## src/rtl/adat_pkg.sv

```systemverilog
// Shared ADAT frame geometry and channel-buffer address field widths.
// Used by the decoder, the channel buffer and the I2S serializer.
package adat_pkg;

    localparam int unsigned ADAT_CHANNELS = 8;
    localparam int unsigned SLOT_BITS     = 32;
    localparam int unsigned FRAME_BITS    = 256;

    // Channel-buffer address is {frame, channel, bit}; the frame field width is set per instance.
    localparam int unsigned CHAN_W       = $clog2(ADAT_CHANNELS);
    localparam int unsigned BIT_W        = $clog2(SLOT_BITS);
    localparam int unsigned FRAME_ADDR_W = CHAN_W + BIT_W;

    localparam int unsigned I2S_LANES = ADAT_CHANNELS / 2;
    localparam int unsigned LANE_W    = $clog2(I2S_LANES);
    localparam int unsigned POS_W     = BIT_W + 1;

endpackage

```

## src/rtl/i2s_timing_gen.sv

```systemverilog
// I2S bit-clock divider and 64-period frame position counter.
// bclk and lrclk are registered from next-state values so they line up with div_cnt/pos.
module i2s_timing_gen
    import adat_pkg::*;
#(
    parameter int unsigned BCLK_DIV = 8,
    parameter int unsigned DIV_W    = $clog2(BCLK_DIV)
) (
    input  logic             clk_i,
    input  logic             reset_ni,
    output logic [DIV_W-1:0] div_cnt,
    output logic [POS_W-1:0] pos,
    output logic             bclk,
    output logic             lrclk
);

    logic [DIV_W-1:0] div_d;
    logic [POS_W-1:0] pos_d;
    logic             div_wrap;

    always_comb begin
        div_wrap = (div_cnt == DIV_W'(BCLK_DIV - 1));
        div_d    = div_wrap ? '0 : div_cnt + 1'b1;
        pos_d    = div_wrap ? pos + 1'b1 : pos;
    end

    always_ff @(posedge clk_i or negedge reset_ni) begin
        if (!reset_ni) begin
            div_cnt <= '0;
            pos     <= '0;
            bclk    <= 1'b0;
            lrclk   <= 1'b0;
        end else begin
            div_cnt <= div_d;
            pos     <= pos_d;
            bclk    <= (div_d >= DIV_W'(BCLK_DIV / 2));
            lrclk   <= pos_d[POS_W-1];
        end
    end

endmodule

```

## src/rtl/adat_i2s_serializer.sv

```systemverilog
// Reads the newest complete ADAT frame from the channel buffer and streams it
// as four standard I2S lanes (one-bit delay, MSB first), muting when unlocked.
module adat_i2s_serializer
    import adat_pkg::*;
#(
    parameter int unsigned BCLK_DIV      = 8,
    parameter int unsigned CIRC_BUF_BITS = 3
) (
    input  logic                                  clk_i,
    input  logic                                  reset_ni,
    output logic [CIRC_BUF_BITS+FRAME_ADDR_W-1:0] ram_read_addr_o,
    input  logic                                  ram_read_data_i,
    input  logic [CIRC_BUF_BITS-1:0]              last_good_frame_idx_i,
    input  logic                                  has_sync_i,
    output logic                                  i2s_bclk_o,
    output logic                                  i2s_lrclk_o,
    output logic [I2S_LANES-1:0]                  i2s_data_o,
    output logic                                  frame_start_o,
    output logic                                  frame_repeat_o
);

    localparam int unsigned DIV_W = $clog2(BCLK_DIV);

    if ((BCLK_DIV % 2) != 0 || BCLK_DIV < 8) begin : g_bad_div
        $error("BCLK_DIV must be even and at least 8");
    end
    if (FRAME_BITS != ADAT_CHANNELS * SLOT_BITS || CHAN_W != LANE_W + 1) begin : g_bad_geom
        $error("inconsistent ADAT frame geometry");
    end

    logic [DIV_W-1:0]         div_cnt;
    logic [DIV_W-1:0]         div_m1;
    logic [POS_W-1:0]         pos;
    logic                     latch;
    logic                     fetch_en;
    logic                     cap_en;
    logic [LANE_W-1:0]        rd_lane;
    logic [LANE_W-1:0]        cap_lane;
    logic [CIRC_BUF_BITS-1:0] addr_frame;
    logic [CIRC_BUF_BITS-1:0] frame_q;
    logic                     mute_q;
    logic                     first_q;
    logic                     start_q;
    logic                     repeat_q;
    logic [I2S_LANES-1:0]     shadow_q;
    logic [I2S_LANES-1:0]     shadow_d;
    logic [I2S_LANES-1:0]     data_q;

    i2s_timing_gen #(
        .BCLK_DIV (BCLK_DIV),
        .DIV_W    (DIV_W)
    ) u_timing (
        .clk_i    (clk_i),
        .reset_ni (reset_ni),
        .div_cnt  (div_cnt),
        .pos      (pos),
        .bclk     (i2s_bclk_o),
        .lrclk    (i2s_lrclk_o)
    );

    always_comb begin
        latch    = (div_cnt == '0) && (pos == '0);
        fetch_en = (div_cnt < DIV_W'(I2S_LANES));
        // Past the fetch window the lane-3 address is repeated, i.e. the last one held.
        rd_lane  = fetch_en ? div_cnt[LANE_W-1:0] : LANE_W'(I2S_LANES - 1);
        div_m1   = div_cnt - 1'b1;
        cap_lane = div_m1[LANE_W-1:0];
        cap_en   = (div_cnt != '0) && (div_cnt <= DIV_W'(I2S_LANES));
        shadow_d = shadow_q;
        if (cap_en) begin
            shadow_d[cap_lane] = ram_read_data_i & ~mute_q;
        end
    end

    // The lane-0 read of bit 0 happens in the latch cycle itself, so it must already use
    // the incoming index; reset gating keeps the address at zero while held in reset.
    always_comb begin
        addr_frame = (latch && reset_ni) ? last_good_frame_idx_i : frame_q;
    end

    assign ram_read_addr_o = {addr_frame, rd_lane, pos[POS_W-1], pos[BIT_W-1:0]};

    always_ff @(posedge clk_i or negedge reset_ni) begin
        if (!reset_ni) begin
            frame_q  <= '0;
            mute_q   <= 1'b1;
            first_q  <= 1'b1;
            start_q  <= 1'b0;
            repeat_q <= 1'b0;
            shadow_q <= '0;
            data_q   <= '0;
        end else begin
            start_q  <= latch;
            repeat_q <= latch && !first_q && (last_good_frame_idx_i == frame_q);
            if (latch) begin
                frame_q <= last_good_frame_idx_i;
                mute_q  <= ~has_sync_i;
                first_q <= 1'b0;
            end
            shadow_q <= shadow_d;
            if (div_cnt == DIV_W'(BCLK_DIV - 1)) begin
                data_q <= shadow_q;
            end
        end
    end

    assign i2s_data_o     = data_q;
    assign frame_start_o  = start_q;
    assign frame_repeat_o = repeat_q;

endmodule

```

## config.mk

```make
export PLATFORM = sky130hd
export DESIGN_NAME = adat_i2s_serializer
export DESIGN_NICKNAME = d
export VERILOG_FILES = /design/src/rtl/adat_pkg.sv /design/src/rtl/i2s_timing_gen.sv /design/src/rtl/adat_i2s_serializer.sv
export SDC_FILE = /design/constraint.sdc
export NUM_CORES = 1
export LEC_CHECK = 0
export ABC_AREA = 1
export CAP_MARGIN = 20
export CORE_MARGIN = 1.5
export CORE_UTILIZATION = 52
export DETAILED_ROUTE_END_ITERATION = 10
export GPL_TIMING_DRIVEN = 0
export HOLD_SLACK_MARGIN = 0.06
export PLACE_DENSITY_LB_ADDON = 0.08
export REMOVE_ABC_BUFFERS = 1
export SETUP_SLACK_MARGIN = 0.4
export SLEW_MARGIN = 0
export SYNTH_ARGS = -nofsm -noshare
export SYNTH_HDL_FRONTEND = slang
export SYNTH_HIERARCHICAL = 1
export SYNTH_SLANG_ARGS = --single-unit
```

## constraint.sdc

```tcl
create_clock -name clk_i -period 3 [get_ports clk_i]
set_input_delay 0.3 -clock clk_i [delete_from_list [all_inputs] [get_ports clk_i]]
set_output_delay 0.3 -clock clk_i [all_outputs]
set_load 0.02 [all_outputs]
```

* After elaboration in Yosys (flattened, before gate mapping)
Cells that the tools add are included.
** Storage, ports and cells
- Register bits after elaboration :: 25
- Input port bits :: 7
- Output and inout bits :: 19
- Word-level logic and storage cells :: 41
** Operators by class
- $add $sub $neg :: 3
- Order comparisons :: 5
- Equal/unequal tests :: 2
- Multiplexer cells :: 7
- Bitwise gates (word level) :: 3
- Reductions and logical operators :: 10
** Operators by type and width (number)
- $add 6x1->6 const B :: 1
- $logic_and 1x1->1 :: 6
- $logic_not 6->1 :: 1
- $mux 3 :: 2
- $mux 6 :: 1
- $bwmux 4 :: 1
- $add 3x1->3 const B :: 1
- $eq 3x3->1 :: 1
- $eq 3x3->1 const B :: 1
- $ge 3x3->1 const B :: 1
- $le 3x3->1 const B :: 1
- $logic_not 3->1 :: 1
- $lt 2x3->1 const B :: 1
- $lt 3x3->1 const B :: 1
- $reduce_bool 3->1 :: 1
- $demux 1 s2 :: 1
- $ge 2x1->1 const B :: 1
- $mux 2 :: 1
- $not 1->1 :: 2
- $sub 2x1->2 const B :: 1
- $and 1x1->1 :: 1
- $logic_not 1->1 :: 1
- $mux 1 :: 1

* Longest topological paths before layout
- Depth after elaboration :: 6
- Gate-level depth with buffers :: 8
- Depth with buffers taken out :: 8

* Cells and area by module
Netlist, hierarchy kept.
** Modules (own cells, without submodules)
- adat_i2s_serializer :: instances 1, cells each 105, area each 772.0 um2
- i2s_timing_gen :: instances 1, cells each 34, area each 389.1 um2

* Worst setup path after synthesis
No wires, ideal clock.
- Path type :: register to output
- Start point :: register u_timing/bclk (netlist name)
- End point :: output port ram_read_addr_o[10]
- Data arrival time :: 1416 ps
- Required time :: 2700 ps
- Path slack :: 1284 ps
- Stages on the path, launching flop included :: 9
- Path buffers :: 2
- Cells stage by stage :: dfrtp_1 buf_4 inv_1 ha_1 nand3_1 nor2_2 buf_6 nand3_1 nand2_1
** RTL lines
- to (decl) :: RTL line adat_i2s_serializer.sv:11 : output logic [CIRC_BUF_BITS+FRAME_ADDR_W-1:0] ram_read_addr_o,

* Final worst setup path
- Start point :: register u_timing.div_cnt[1]
- End point :: output port ram_read_addr_o[10]
** On the way
- Cells in the longest elaborated chain, start to end :: 4
** Ends and longest elaborated chain
- from (decl) :: RTL line i2s_timing_gen.sv:11 : output logic [DIV_W-1:0] div_cnt,
- from (signal assigned) :: RTL line i2s_timing_gen.sv:34 : div_cnt <= div_d;
- $logic_not 3->1 :: RTL line adat_i2s_serializer.sv:62 : latch = (div_cnt == '0) && (pos == '0);
- $logic_and 1x1->1 :: RTL line adat_i2s_serializer.sv:62
- $logic_and 1x1->1 :: RTL line adat_i2s_serializer.sv:78 : addr_frame = (latch && reset_ni) ? last_good_frame_idx_i : frame_q;
- $mux 3 :: RTL line adat_i2s_serializer.sv:78
Every way passes these cells.

==> run summary <==
initial antenna violation count - 0
skew final - 0.00646 ns
CTS sink cnt - 24
final worst slack - 0.736 ns
Adder-Cell Fraction of Synth Area - 0.0539
Most Crowded Layer GR - met2
post-synthesis sequential area ratio - 0.519
setup TNS - 0 ns
syn avg cell area - 8.35 µm²
# IOs - 26
# Max-Cap Violations - 0
LEAKAGE - 0.785 nW
CTS Hold Bufs - 0
fin crit share - 0.755
final net count - 181
placed cell areas - 0.00143 mm²
met3 usage - 0.0268
Startpoint Class - flip-flop
Worst-Margin Slew - 0.328 ns
commonest non-fill, non-tap cell in the layout - nand2_1
Final Power - 527 µW
DR DRC count - 0
DIE HEIGHT - 50.3 µm
total gr overflow - 0
antenna cells - 0
vias per std cell - 4.78
power per cell area - 354 mW/mm²
Max VDD drop - 0.288 mV
Initial Util - 0.574
Tot GR Track Use - 0.194
Synth Cell Area - 0.00116 mm²
outcome - completed
DRT antenna net count - 0
CTS Buf Count - 3
Post-Synth Simple-Gate Area - 0.235
H-tree depth - 1
share of post-route cells with drive strength above 1 - 0.0833
Routability Congestion - 0.709
fmax - 442 MHz
mux contribution to synthesized area - 0.00970
Worst Setup End Kind - primary output
met1 Resource Use GR - 0.259
combinational family with the most area after synthesis - simple AND/OR/NAND/NOR gates
CTS max path bufs - 2
largest net degree at the start of global routing - 23
Rel. slew slack - 0.781
final instance area - 0.00149 mm²
vias - 932
Ys Warns - 6
vias in the first global route - 882
critical path arrival - 1.96 ns
Worst Hold Class - in2async
Core Area - 0.00202 mm²
Pre-antenna DRT Iters - 4
Initial DRC Count - 39
Critical Path Fanout Max - 7
critical path class - reg2out
first-pass GRT wire length - 3710 µm
post-synth cell types - 17
WL/cell - 10.4 µm
Crit path required time - 2.70 ns
Synth Area in XOR/XNOR - 0.0302
Yosys reg bits - 24
worst skew pair latency - 0.31 ns
commonest non-fill, non-tap cells in the layout - 40 x nand2_1, 24 x inv_1, 22 x clkdlybuf4s50_1
die area - 0.00253 mm²
Port Buffers - 25
fin crit period - 2.26 ns
CTS tree - done
Std-Cell Rows - 16
Synth Area in Compound Gates - 0.0517
final setup violation count - 0
Synth Instances - 139
RSZ-0062 raised after global routing - no
Slew Limit Fails - 0
R2R setup slack - 1.41 ns
final hold vios - 0
area grow syn2layout - 28.2%
met2 usage - 0.314
clock root buffer - clkbuf_4
number of fill cells - 153
Post-Place Setup Slack - 0.611 ns
Worst-path clk slew - 0.12 ns
final WL - 2030 µm
Final HPWL DP - 1500 µm
Die X - 50.3 µm
==> report_power, final <==
group          internal (mW)  switching (mW)
registers              0.332         0.00450
logic                 0.0230          0.0263
clock network         0.0519          0.0892
total                  0.407           0.120
==> layer usage <==
layer	part of all wire	routed length, µm
met5	0	0
met4	0.018	37
met3	0.037	76
met2	0.46	940
met1	0.48	973
==> cell families (layout without fill, tap and decap cells) <==
family,count (synthesis),in the layout
adder cells (fa/ha/maj),5,5
multiplexers,1,1
XOR/XNOR,4,4
AO/OA/AOI/OAI,12,12
flip-flops,24,24
AND/OR/NAND/NOR,66,66
buffers and inverters,27,56
==> layout make-up <==
class                           instances  area (µm²)  share of cell area
Clock buffer                            4        26.3              0.0176
Inverter                               24        90.1              0.0605
Multi-Input combinational cell         88         447               0.300
Sequential cell                        24         604               0.406
Tap cell                               27        33.8              0.0227
Timing Repair Buffer                   28         288               0.193
==> per-stage QoR <==
step / hold slack (ns) / util / std cells
final: 0.234 / 0.736 / 195
after floorplan: 0.00441 / - / 136
after CTS: 0.244 / 0.728 / 194
after detailed placement: 0.454 / 0.709 / 189
after global placement: 0.448 / 0.702 / 188
after global routing: 0.232 / 0.736 / 195
==> critical path, stage by stage, from the launching register on <==
cell            delay (ns)
dfrtp_1               0.46
nor2_1                0.17
ha_1                  0.19
nand3_1               0.12
nor2_4                0.20
buf_4                 0.15
nand3_1               0.07
nand2_1               0.07
dlymetal6s2s_1        0.21
==> path summary, 6_finish.rpt <==
check	startpoint	endpoint	cells after the start
worst max-delay path	u_timing/div_cnt[1]	ram_read_addr_o[10]	8
worst min-delay path	reset_ni	i2s_data_o[0]	1
worst max register to register	u_timing/div_cnt[1]	frame_q[1]	8
worst min register to register	first_q	first_q	2
max in group asynchronous	reset_ni	first_q	2
min in group clk_i	first_q	first_q	2
==> repair_timing <==
action                                  CTS  global route
pin swaps                                 1             1
endpoints found under the setup margin    3             3
gates resized for setup                   1             4
buffers inserted                          1             1
==> state kept, by name (all words and copies together) (netlist names), 2 cells and up <==
name              cells
u_timing/pos          6
shadow_q              4
u_timing/div_cnt      2
frame_q               3
i2s_data_o            4
==> synth_stat cells <==
| master | n | area share |
|---|---|---|
| buf_4 | 2 | 0.013 |
| nor2_1 | 11 | 0.036 |
| nand2_1 | 40 | 0.13 |
| buf_6 | 1 | 0.0097 |
| nand2_2 | 1 | 0.0054 |
| nand4_1 | 1 | 0.0054 |
| dfrtp_1 | 22 | 0.47 |
| ha_1 | 5 | 0.054 |
| nand3_1 | 10 | 0.043 |
| inv_1 | 24 | 0.078 |
| dfstp_2 | 2 | 0.045 |
| o21ai_0 | 11 | 0.047 |
| xor2_1 | 3 | 0.023 |
| nor2_2 | 3 | 0.016 |
| mux2_2 | 1 | 0.0097 |
| a21oi_1 | 1 | 0.0043 |
| xnor2_1 | 1 | 0.0075 |
(Power assumes the default switching activity.)
